==> config.mk <==
export PLATFORM = sky130hd
export DESIGN_NAME = aes_block_loader
export DESIGN_NICKNAME = d
export VERILOG_FILES = /design/src/rtl/aes_block_loader.sv
export SDC_FILE = /design/constraint.sdc
export NUM_CORES = 1
export LEC_CHECK = 0
export BUFFER_PORTS_ARGS = -buffer_cell sky130_fd_sc_hd__buf_2
export CAP_MARGIN = 15
export CORE_ASPECT_RATIO = 1.4
export CORE_MARGIN = 4
export CORE_UTILIZATION = 57
export DETAILED_ROUTE_END_ITERATION = 8
export GPL_ROUTABILITY_DRIVEN = 0
export HOLD_SLACK_MARGIN = 0.03
export PLACE_DENSITY = 0.93
export SYNTH_ARGS = -nofsm -noshare
export SYNTH_HDL_FRONTEND = slang
export SYNTH_SLANG_ARGS = --single-unit
==> constraint.sdc <==
create_clock -name clk -period 5.7 [get_ports clk]
set_clock_uncertainty 0.05 [all_clocks]
set_input_delay 1.14 -clock clk [delete_from_list [all_inputs] [get_ports clk]]
set_output_delay 1.14 -clock clk [all_outputs]
set_load 0.005 [all_outputs]
==> src/rtl/aes_block_loader.sv <==
// Byte-serial front end for an aes128_encrypt core. It assembles a key and a
// plaintext block from one byte stream, runs the core, and streams the ciphertext back out.
module aes_block_loader #(
  parameter int DONE_TIMEOUT = 64
) (
  input  logic         clk,
  input  logic         rst_n,
  input  logic [7:0]   in_data,
  input  logic         in_valid,
  input  logic         in_is_key,
  output logic         in_ready,
  output logic [7:0]   out_data,
  output logic         out_valid,
  input  logic         out_ready,
  output logic         aes_rst_n,
  output logic [127:0] aes_key,
  output logic [127:0] aes_plaintext,
  input  logic [127:0] aes_ciphertext,
  input  logic         aes_done,
  output logic         busy,
  output logic         timeout_err
);

  localparam logic [1:0] LOAD  = 2'd0;
  localparam logic [1:0] START = 2'd1;
  localparam logic [1:0] WAIT  = 2'd2;
  localparam logic [1:0] SEND  = 2'd3;

  localparam int TW = $clog2(DONE_TIMEOUT + 1);

  logic [1:0]    state;
  logic [127:0]  key_reg;
  logic [127:0]  pt_reg;
  logic [127:0]  ct_reg;
  logic [4:0]    key_cnt;
  logic [4:0]    pt_cnt;
  logic          key_valid;
  logic [3:0]    out_idx;
  logic [TW-1:0] tmo_cnt;
  logic [TW-1:0] tmo_nxt;

  logic          accept;
  logic          key_acc;
  logic          pt_acc;
  logic          pt_full;
  logic [3:0]    key_wr_idx;
  logic [4:0]    key_cnt_nxt;
  logic [4:0]    pt_cnt_nxt;
  logic          key_valid_nxt;

  // Byte j of a block sits at bits [127-8j -: 8]; byte 0 is the MSB.
  function automatic logic [7:0] byte_of(input logic [127:0] v, input logic [3:0] j);
    return 8'(v >> {4'd15 - j, 3'b000});
  endfunction

  function automatic logic [127:0] put_byte(input logic [127:0] v, input logic [3:0] j,
                                            input logic [7:0] b);
    logic [6:0] sh;
    sh = {4'd15 - j, 3'b000};
    return (v & ~(128'hff << sh)) | ({120'd0, b} << sh);
  endfunction

  assign pt_full = (pt_cnt == 5'd16);
  assign accept  = in_valid && in_ready;
  assign key_acc = accept && in_is_key;
  assign pt_acc  = accept && !in_is_key;

  // A key byte arriving on top of a complete key starts a fresh key at byte 0.
  assign key_wr_idx = key_valid ? 4'd0 : key_cnt[3:0];
  assign tmo_nxt    = tmo_cnt + TW'(1);

  always_comb begin
    key_cnt_nxt   = key_cnt;
    key_valid_nxt = key_valid;
    pt_cnt_nxt    = pt_cnt;
    if (key_acc) begin
      if (key_valid) begin
        key_cnt_nxt   = 5'd1;
        key_valid_nxt = 1'b0;
      end else begin
        key_cnt_nxt   = key_cnt + 5'd1;
        key_valid_nxt = (key_cnt == 5'd15);
      end
    end
    if (pt_acc) begin
      pt_cnt_nxt = pt_cnt + 5'd1;
    end
  end

  always_ff @(posedge clk) begin
    if (!rst_n) begin
      state       <= LOAD;
      key_reg     <= '0;
      pt_reg      <= '0;
      ct_reg      <= '0;
      key_cnt     <= '0;
      pt_cnt      <= '0;
      key_valid   <= 1'b0;
      out_idx     <= '0;
      tmo_cnt     <= '0;
      timeout_err <= 1'b0;
    end else begin
      case (state)
        LOAD: begin
          if (key_acc) key_reg <= put_byte(key_reg, key_wr_idx, in_data);
          if (pt_acc)  pt_reg  <= put_byte(pt_reg, pt_cnt[3:0], in_data);
          key_cnt   <= key_cnt_nxt;
          key_valid <= key_valid_nxt;
          pt_cnt    <= pt_cnt_nxt;
          // Decide on the updated counts so START follows the completing byte directly.
          if ((pt_cnt_nxt == 5'd16) && key_valid_nxt) state <= START;
        end
        START: begin
          tmo_cnt <= '0;
          state   <= WAIT;
        end
        WAIT: begin
          if (aes_done) begin
            ct_reg  <= aes_ciphertext;
            out_idx <= '0;
            pt_cnt  <= '0;
            state   <= SEND;
          end else if (tmo_nxt == TW'(DONE_TIMEOUT)) begin
            // Core never answered: drop this plaintext, keep the key.
            timeout_err <= 1'b1;
            pt_cnt      <= '0;
            state       <= LOAD;
          end else begin
            tmo_cnt <= tmo_nxt;
          end
        end
        SEND: begin
          if (out_ready) begin
            if (out_idx == 4'd15) begin
              pt_cnt <= '0;
              state  <= LOAD;
            end else begin
              out_idx <= out_idx + 4'd1;
            end
          end
        end
        default: state <= LOAD;
      endcase
    end
  end

  // Handshake outputs are forced low for the whole reset, not just after the first edge.
  assign in_ready      = rst_n && (state == LOAD) && !(!in_is_key && pt_full);
  assign out_valid     = rst_n && (state == SEND);
  assign out_data      = out_valid ? byte_of(ct_reg, out_idx) : 8'h00;
  assign busy          = rst_n && (state != LOAD);
  assign aes_rst_n     = rst_n && (state != START);
  assign aes_key       = key_reg;
  assign aes_plaintext = pt_reg;

endmodule

==> results.md, run 1 <==
- Status: finished clean
- DR WL/cell: 19.4 um
- Synth area leaders: dfxtp_1 (50%), nand2_1 (8.2%), a21boi_0 (6.9%)
- IO Port Bufs: 410
- DP HPWL: 33700 um
- Chip Width: 152 um
- Peak supply drop: 0.000272 V
- Top sig layer: met5
- Crit start category: flop
- Share of layout cells above drive strength 1: 0.251
- Unrepaired setup endpoints after global routing: no
- Cell Area, Placed: 0.0186 sq mm
- M1 wire length: 17000 um
- Synthesis Warnings: 0
- Fin crit share: 0.717
- Crit path DAT: 2900 ps
- Number of cell rows: 73
- Async SR Flop Fraction: 0
- GRT Resource Usage Total: 0.294
- Critical path type: reg2out
- Post-synth cell types: 55
- CTS Hold Bufs: 0
- Relative slew slack: 0.262
- Slowest library cell on the worst path: dfxtp_2
- Vias in the first global route: 14100
- Final setup fails: 0
- First-pass DRT Iterations: 6
- Worst hold start: aes_key[92]$_SDFFE_PN0P_
- Setup WS pre-CTS: 1600 ps
- Total power: 5.70 mW
- #FFs+latches synth: 409
- Worst slew pin tran: 1100 ps
- Syn Nets: 1919
- Final hold vios: 0
- TritonCTS buffer count: 38
- Worst Setup SP: out_idx[0]$_SDFFE_PN0P_
- Via count: 14600
- # clock sinks: 409
- CP Cell Sequence: buf_12 > mux4_2 > mux4_2 > and2_1 > buf_2
- Routed met2 length: 24100 um
- Total leakage power: 7.69 nW
- Max Cap Violations: 0
- Fin. max-slew vios: 0
- Metal3 WL: 3890 um
- R2r worst-path depth: 5
- # IOs: 411
- Fillers: 2036
- Post-CTS resize count: 0
- Synth Area per Inst: 9.31 sq um
- Number of routed nets with antenna violations: 0
- DRC: 0
- DIE AREA: 0.0317 sq mm
- Clock tree buffer depth: 3
- Worst-Skew Late Latency: 530 ps
- Grt ovf: 0
- Setup TNS: 0 ps
- Post-synth top cells: dfxtp_1 (409), nand2_1 (360), nor2b_1 (180)
- Ys flop type: dfxtp_1
- Worst-path clk slew: 70 ps
- Seq/Total Area, Yosys: 0.497
- Largest net degree at the start of global routing: 136
- R2r setup slk: 2530 ps
- Core ar.: 0.0284 sq mm
- Die Height: 209 um
- Setup bufs post-CTS: 0
- Worst setup path endpoint: out_data[4]
- RR Startpoint: state[0]$_SDFFE_PN0P_
- Initial DRC Count: 1052
- Final #Nets: 2243
- Finished Layout Cells: 2497
- Min Clock Period, post-route: 4090 ps
- Initial Utilization: 0.579
- Critical path peak fanout: 19
- Routed Wire Length: 48400 um
- Number of synthesized flops with an enable pin: 0
- Area leader, netlist: dfxtp_1
- DP Cell Count: 2425
- Cell area after synthesis: 0.0165 sq mm
- Required time of the critical path: 4510 ps
- Final worst slack: 1610 ps
- Crit-path most repeated cell: mux4_2
- H-Tree Depth: 2
- Via-to-Cell Ratio: 5.85
- Initial antenna violation count: 3
- Root buffer cell: clkbuf_16
- Synth Instances: 1767
- Crit end category: primary output
- Synth top area share: 0.497
- Max incr delay on CP: 710 ps
- Count leader, synth: dfxtp_1
- Cell Pwr Density: 287 mW/mm^2
- P&R area growth vs syn: 20.7%
- CTS tree: built
- First-pass GRT wire length: 74700 um
- Hold crit path type: reg2reg
- Worst r2r dst: aes_key[72]$_SDFFE_PN0P_
- Final core occ: 0.699
- Post-route cell area: 0.0199 sq mm
- WHS: 402 ps
- FMAX: 245 MHz
layout by cell type, fill, tap and decap left out, types with 6 or more instances in the layout:
master / netlist / routed
a21boi_0: 152 / 152
a21oi_1: 7 / 7
a22oi_1: 126 / 126
and2_1: 14 / 13
buf_2: 5 / 409
buf_4: 0 / 10
clkbuf_1: 119 / 6
clkbuf_16: 0 / 39
clkbuf_8: 0 / 6
clkinv_2: 0 / 6
dfxtp_1: 409 / 408
ha_1: 10 / 10
inv_1: 12 / 12
mux2i_1: 42 / 42
mux4_2: 40 / 40
nand2_1: 360 / 360
nand2b_1: 9 / 9
nand3_1: 82 / 82
nand4_1: 6 / 6
nor2_1: 35 / 35
nor2b_1: 180 / 180
nor3b_1: 8 / 8
nor4_1: 7 / 7
o21ai_0: 71 / 71
o22ai_1: 6 / 6
cell type report:
cell class | count | area (sq um) | share of cell area
clock buffer | 51 | 1080 | 0.0544
tap | 375 | 469 | 0.0236
antenna | 4 | 10.0 | 0.000504
inverter | 12 | 45.0 | 0.00227
timing repair buffer | 421 | 2160 | 0.109
multi-input combinational | 1209 | 7710 | 0.388
sequential | 409 | 8190 | 0.412
clock inverter | 16 | 200 | 0.0101
worst min-delay path by stage:
stage | slack [ps] | depth (start not counted) | endpoint
6_report | 400 | 2 | aes_key[92]$_SDFFE_PN0P_
5_1_grt | 430 | 2 | aes_key[92]$_SDFFE_PN0P_
4_1_cts | 410 | 2 | aes_key[91]$_SDFFE_PN0P_
3_5_place_dp | 400 | 2 | aes_key[91]$_SDFFE_PN0P_
3_3_place_gp | 390 | 2 | aes_key[91]$_SDFFE_PN0P_
2_1_floorplan | 390 | 2 | ct_reg[104]$_SDFFE_PN0P_
where the power goes:
| group | internal [mW] | switching (mW) | total [mW] |
|---|---|---|---|
| Sequential | 2.86 | 0.00663 | 2.87 |
| Combinational | 0.0870 | 0.126 | 0.213 |
| Clock | 1.52 | 1.09 | 2.61 |
logic make-up (layout without fill, tap and decap cells):
family	count (synthesis)	in the layout	share of synthesized area
simple gates	726	726	0.213
buf+inv	149	500	0.0344
xor+xnor	5	5	0.00266
flops	409	409	0.497
other cells	0	4	0
fa+ha+maj	10	10	0.00760
mux	83	83	0.0810
compound gates	385	385	0.164
critical path: cells and delay by family (launching register included):
kind	cells	cell delay (ps)
flip-flops	1	710
multiplexers	2	1080
buffers and inverters	2	390
AND/OR/NAND/NOR	1	170
routing by layer:
metal | track usage | up-vias
met1 | 0.337 | 6903
met2 | 0.501 | 752
met3 | 0.0492 | 200
li1 | - | 6742
met5 | 0 | -
met4 | 0.187 | 2
Power figures use the tool's default switching activity.
==> run 2: changes to the inputs <==
Settings changed: ABC_AREA set to 1, CORE_UTILIZATION 57 to 48, PLACE_DENSITY 0.93 to 0.84.
Clock period 5.7 ns to 3.6 ns, I/O delays scaled along.
==> run 2 against run 1 <==
Against the previous run:
- utilization down 11 points
- count of clock-buffer cells in the layout grew 4
- first-iteration DRC count rose by 110%
- non-clock buffer count up 25
- flip-flop and latch count stayed put
- clock power grew 57%
- area after synthesis grew 0.32%
- combinational power increased to 7.8 times the previous value
- critical path depth stayed put
- worst setup slack worse by 1200 ps
- critical endpoint is now out_data[5]
- highest routed layer is now met4
==> results.md, run 2 <==
- CTS tree: built
- Setup TNS: 0 ps (unchanged)
- Synth area leaders: dfxtp_1 (50%), a21oi_1 (10%), nand2_1 (6.1%)
- Worst Setup SP: out_idx[2]$_SDFFE_PN0P_
- Synthesis Warnings: 0 (unchanged)
- Crit end category: primary output
- Hold crit path type: reg2reg
- Clock tree buffer depth: 3 (unchanged)
- Crit start category: flop
- # IOs: 411 (unchanged)
- Critical path type: reg2out
- Ys flop type: dfxtp_1
- Die Height: 227 um (+8.8%)
- N_diodes: 0 (-4)
- Fin. max-slew vios: 0 (unchanged)
- Max Cap Violations: 0 (unchanged)
- Slowest library cell on the worst path: clkinv_1
- Syn Nets: 2302 (+20%)
- Relative slew slack: 0.232 (-0.0296)
- R2r worst-path depth: 10 (+5)
- Setup bufs post-CTS: 0 (unchanged)
- Count leader, synth: dfxtp_1
- Via count: 17200 (+18%)
- Worst r2r dst: aes_plaintext[39]$_SDFFE_PN0P_
- P&R area growth vs syn: 21.3%
- Core ar.: 0.0340 sq mm (+20%)
- Unrepaired setup endpoints after global routing: no
- Number of synthesized flops with an enable pin: 0 (unchanged)
- Seq/Total Area, Yosys: 0.496 (-0.00158)
- Total leakage power: 8.19 nW (+6.5%)
- Number of cell rows: 80 (+9.6%)
- CTS Hold Bufs: 0 (unchanged)
- Worst slew pin tran: 1150 ps (+51.7 ps)
- First-pass GRT wire length: 86000 um (+15%)
- Finished Layout Cells: 2950 (+18%)
- Crit-path most repeated cell: nand3_1
- DIE AREA: 0.0375 sq mm (+18%)
- Routed Wire Length: 57300 um (+18%)
- Critical path peak fanout: 18 (-1)
- DP HPWL: 39800 um (+18%)
- Commonest non-fill, non-tap cell in the layout: buf_2
- First-pass DRT Iterations: 7 (+1)
- Final worst slack: 424 ps (-1190 ps)
- Post-CTS resize count: 0 (unchanged)
- Cell area after synthesis: 0.0165 sq mm (+0.32%)
- GRT Resource Usage Total: 0.286 (-0.00783)
- Max incr delay on CP: 530 ps (-180 ps)
- Total power: 10.7 mW (+87%)
- FMAX: 315 MHz
- Final #Nets: 2624 (+17%)
- Synth Area per Inst: 7.68 sq um (-18%)
- Initial DRC Count: 2159 (+110%)
- DP Cell Count: 2881 (+19%)
- Root buffer cell: clkbuf_16
- Chip Width: 165 um (+8.7%)
- Async SR Flop Fraction: 0 (unchanged)
- H-Tree Depth: 2 (unchanged)
- Peak supply drop: 0.000485 V (+78%)
- Fin crit share: 0.882
- Hold path depth: 2 (unchanged)
- Grt ovf: 0 (unchanged)
- Largest net degree at the start of global routing: 131 (-3.7%)
- DRC: 0 (unchanged)
- Min Clock Period, post-route: 3180 ps
- Number of routed nets with antenna violations: 0 (unchanged)
- IO Port Bufs: 410 (unchanged)
- Synth top area share: 0.496 (-0.00158)
- RR Startpoint: pt_cnt[1]$_SDFFE_PN0P_
- Final setup fails: 0 (unchanged)
- Worst setup path endpoint: out_data[5]
- CP Cell Sequence: clkinv_1 > nand3_1 > nand3_1 > a21oi_1 > buf_2
- Final hold vios: 0 (unchanged)
- Worst-Skew Late Latency: 540 ps (about the same)
- R2r setup slk: 630 ps (-1900 ps)
- Post-synth top cells: dfxtp_1 (409), a21oi_1 (344), nand2_1 (268)
- Post-synth cell types: 34 (-38%)
- Area leader, netlist: dfxtp_1
- Crit path DAT: 2410 ps (-490 ps)
- Share of layout cells above drive strength 1: 0.215 (-0.0354)
- # clock sinks: 409 (unchanged)
- TritonCTS buffer count: 39 (+2.6%)
- Initial antenna violation count: 1 (-2)
- Cell Pwr Density: 532 mW/mm^2 (+86%)
- Synth Instances: 2150 (+22%)
- #FFs+latches synth: 409 (unchanged)
- Initial Utilization: 0.485 (-0.0942)
- Vias in the first global route: 16100 (+14%)
- Status: finished clean
- DR WL/cell: 19.4 um (+0.21%)
- Via-to-Cell Ratio: 5.82 (-0.52%)
- Fillers: 2997 (+47%)
- Setup WS pre-CTS: 629 ps (-971 ps)
- Commonest non-fill, non-tap cells in the layout: buf_2 (409), dfxtp_1 (408), a21oi_1 (344), nand2_1 (267), nor2_1 (225)
- Required time of the critical path: 2830 ps (-1680 ps)
- Worst-path clk slew: 60 ps (about the same)
[run 2: cell types whose count changed in the layout (fill, tap and decap cells not counted), sizes merged, moves of 114 or more]
cell    change
a21boi    -156
a21oi     +337
inv       +117
nor2      +199
nor2b     -180
o21ai     +114
[run 2: worst min path at each step]
stage	from	end	slack, ps
2_1_floorplan	ct_reg[104]$_SDFFE_PN0P_	ct_reg[104]$_SDFFE_PN0P_	380
3_3_place_gp	aes_key[41]$_SDFFE_PN0P_	aes_key[41]$_SDFFE_PN0P_	380
3_5_place_dp	aes_key[46]$_SDFFE_PN0P_	aes_key[46]$_SDFFE_PN0P_	390
4_1_cts	aes_ciphertext[37]	ct_reg[37]$_SDFFE_PN0P_	390
5_1_grt	aes_ciphertext[37]	ct_reg[37]$_SDFFE_PN0P_	400
6_report	ct_reg[107]$_SDFFE_PN0P_	ct_reg[107]$_SDFFE_PN0P_	400
[run 2: final cells by class]
type | count | area [sq um] | share of cell area
tap | 451 | 564 | 0.0282
multi-input combinational | 1442 | 7150 | 0.357
sequential | 409 | 8190 | 0.409
clock buffer | 55 | 1140 | 0.0567
inverter | 134 | 510 | 0.0255
clock inverter | 13 | 123 | 0.00612
timing repair buffer | 446 | 2350 | 0.117
[run 2: power by group]
| part | switching [mW] | total (mW) | internal (mW) |
|---|---|---|---|
| logic | 1.19 | 1.67 | 0.477 |
| registers | 0.117 | 4.89 | 4.77 |
| clock network | 1.75 | 4.10 | 2.34 |
| total | 3.06 | 10.7 | 7.59 |
[run 2: worst max-delay path, delay by kind of cell (launching register included)]
family                 cells  cell delay (ps)
flip-flops                 1              340
AO/OA/AOI/OAI              1              220
AND/OR/NAND/NOR            2              640
buffers and inverters      2              670
[run 2: metal layers]
layer,part of all wire,track usage
met1,0.35,0.332
met2,0.48,0.482
met3,0.11,0.0728
met4,0.058,0.156
met5,0,0
[run 2: kinds of logic (layout without fill, tap and decap cells)]
| family | count (synthesis) | after routing | synth area share |
|---|---|---|---|
| simple gates | 765 | 765 | 0.200 |
| compound gates | 662 | 662 | 0.222 |
| flops | 409 | 409 | 0.496 |
| buf+inv | 299 | 648 | 0.0723 |
| fa+ha+maj | 10 | 10 | 0.00758 |
| xor+xnor | 5 | 5 | 0.00265 |
[run 2: stage by stage]
stage	util	area, sq um	hold WS [ps]
5_1_grt	0.588	20000	400
2_1_floorplan	-	16500	380
6_report	0.588	20000	404
3_5_place_dp	0.551	18700	394
4_1_cts	0.588	20000	388
3_3_place_gp	0.551	18700	383
==> run 3: changes to the inputs <==
Settings changed: CORE_MARGIN 4 to not set, GPL_ROUTABILITY_DRIVEN 0 to not set.
==> run 3 against run 2 <==
Against the previous run:
- die area decreased by 6.2%
- final area increased by 0.69%
- maximum frequency decreased by 4.8%
- final cell count increased by 0.14%
- count of clock-buffer cells in the layout increased by 5
- critical path type unchanged
- largest cell class unchanged
==> results.md, run 3 (synthesis gave the netlist of run 2 again) <==
- DP Cell Count: 2882 (+0.035%)
- Number of cell rows: 80 (unchanged)
- Cell Pwr Density: 544 mW/mm^2 (+2.3%)
- N_diodes: 0 (unchanged)
- CP Buf/Inv Count: 4 (+2)
- Setup bufs post-CTS: 0 (unchanged)
- CTS tree: built
- DR WL/cell: 19.1 um (-1.9%)
- Unrepaired setup endpoints after global routing: no
- FMAX: 300 MHz (-4.8%)
- Number of routed nets with antenna violations: 0 (unchanged)
- Vias in the first global route: 16400 (+1.8%)
- Worst slew pin tran: 1220 ps (+68.7 ps)
- H-Tree Depth: 2 (unchanged)
- Relative slew slack: 0.186 (-0.0458)
- Final RePlAce weighted congestion: 0.956
- Max Cap Violations: 0 (unchanged)
- Fin crit share: 0.927 (+0.0444)
- Slowest library cell on the worst path: dfxtp_1
- First-pass DRT Iterations: 6 (-1)
- Final #Nets: 2625 (+0.038%)
- Setup TNS: 0 ps (unchanged)
- # IOs: 411 (unchanged)
- Finished Layout Cells: 2954 (+0.14%)
- Largest net degree at the start of global routing: 218 (+66%)
- Via count: 17100 (-0.15%)
- Final core occ: 0.594 (+0.00583)
- CP Cell Sequence: buf_4 > inv_1 > buf_4 > a21oi_1 > o21ai_0 > nand3_1 > nand3_1 > a21oi_1 > buf_2
- Clock tree buffer depth: 3 (unchanged)
- # clock sinks: 409 (unchanged)
- Initial DRC Count: 1999 (-7.4%)
- Reg area: 0.00819 sq mm (unchanged)
- Root buffer cell: clkbuf_16
- Share of layout cells above drive strength 1: 0.215 (about the same)
- Fillers: 2998 (+0.033%)
- TritonCTS buffer count: 40 (+2.6%)
- Min Clock Period, post-route: 3340 ps (+160 ps)
- CTS Hold Bufs: 0 (unchanged)
- Max incr delay on CP: 330 ps (-200 ps)
- First-pass GRT wire length: 86400 um (+0.52%)
- DIE AREA: 0.0352 sq mm (-6.2%)
- Final hold vios: 0 (unchanged)
- Via-to-Cell Ratio: 5.80 (-0.29%)
- Worst-Skew Late Latency: 550 ps (about the same)
- Critical path peak fanout: 32 (+14)
- Commonest non-fill, non-tap cell in the layout: buf_2
- Hold crit path type: in2reg
- DRC: 0 (unchanged)
- Initial antenna violation count: 1 (unchanged)
- Area taken by multi-input logic gates: 0.00715 sq mm (unchanged)
- Crit end category: primary output
- IO Port Bufs: 410 (unchanged)
- Final setup fails: 0 (unchanged)
- R2r setup slk: 580 ps (-50 ps)
- Crit path max-delay family: buffers and inverters
- Post-CTS resize count: 0 (unchanged)
- Chip Width: 159 um (-3.6%)
- Crit start category: flop
- Cell Area, Placed: 0.0188 sq mm (+0.17%)
- Commonest non-fill, non-tap cells in the layout: buf_2 (409), dfxtp_1 (408), a21oi_1 (344), nand2_1 (267), nor2_1 (225)
- Fin. max-slew vios: 0 (unchanged)
- GRT Resource Usage Total: 0.306 (+0.0199)
- WHS: 391 ps (-12.1 ps)
- Crit path DAT: 2570 ps (+160 ps)
- Initial Utilization: 0.487 (+0.00143)
- Status: finished clean
- Die Height: 221 um (-2.6%)
- Required time of the critical path: 2830 ps (about the same)
- Critical path type: reg2out
- P&R area growth vs syn: 22.1%
- Worst-path clk slew: 60 ps (about the same)
- Routed Wire Length: 56300 um (-1.7%)
- Post-route cell area: 0.0202 sq mm (+0.69%)
- DP HPWL: 38900 um (-2.4%)
- Core ar.: 0.0339 sq mm (-0.29%)
- Grt ovf: 0 (unchanged)
- Total leakage power: 8.25 nW (+0.67%)
- Peak supply drop: 0.000397 V (-18%)
==> run 3: cell count changes in the layout (fill, tap and decap cells not counted), sizes merged <==
cell | previous run | this run
clkbuf | 55 | 60
clkinv | 15 | 11
bufinv | 2 | 4
clkinvlp | 0 | 2
inv | 130 | 129
==> run 3: metrics by stage <==
step           power (mW)  setup slack, ps
6_report             11.0              265
5_1_grt              11.4              183
4_1_cts              11.0              336
3_5_place_dp         6.59              653
3_3_place_gp         6.54              838
2_1_floorplan        6.06             1230
==> run 3: path summary, 6_finish.rpt <==
kind,depth (start not counted),startpoint,to
setup reg to reg,10,pt_cnt[1]$_SDFFE_PN0P_,aes_plaintext[85]$_SDFFE_PN0P_
hold / removal,3,aes_ciphertext[24],ct_reg[24]$_SDFFE_PN0P_
setup / recovery,9,out_idx[1]$_SDFFE_PN0P_,out_data[4]
hold reg to reg,2,aes_key[40]$_SDFFE_PN0P_,aes_key[40]$_SDFFE_PN0P_
==> run 3: worst min-delay path: stages <==
cell,delay (ps)
buf_2,90
nand3_1,70
a21oi_1,60
==> run 3: power breakdown <==
group          internal (mW)  switching, mW
sequential              4.77          0.117
clock                   2.61           1.81
combinational          0.482           1.17
total                   7.87           3.10
==> run 3: routing by layer <==
layer	up-vias	track usage	wire length, um
li1	7967	-	-
met1	7875	0.345	20400
met2	1055	0.517	26900
met3	233	0.0654	5190
met4	2	0.205	3850
met5	-	0	8
==> run 3: final cells by class <==
class                      count  share of cell area
clock buffer                  60              0.0599
inverter                     134              0.0253
sequential                   409               0.406
tap                          451              0.0280
timing repair buffer         446               0.117
multi-input combinational   1442               0.355
clock inverter                12             0.00875
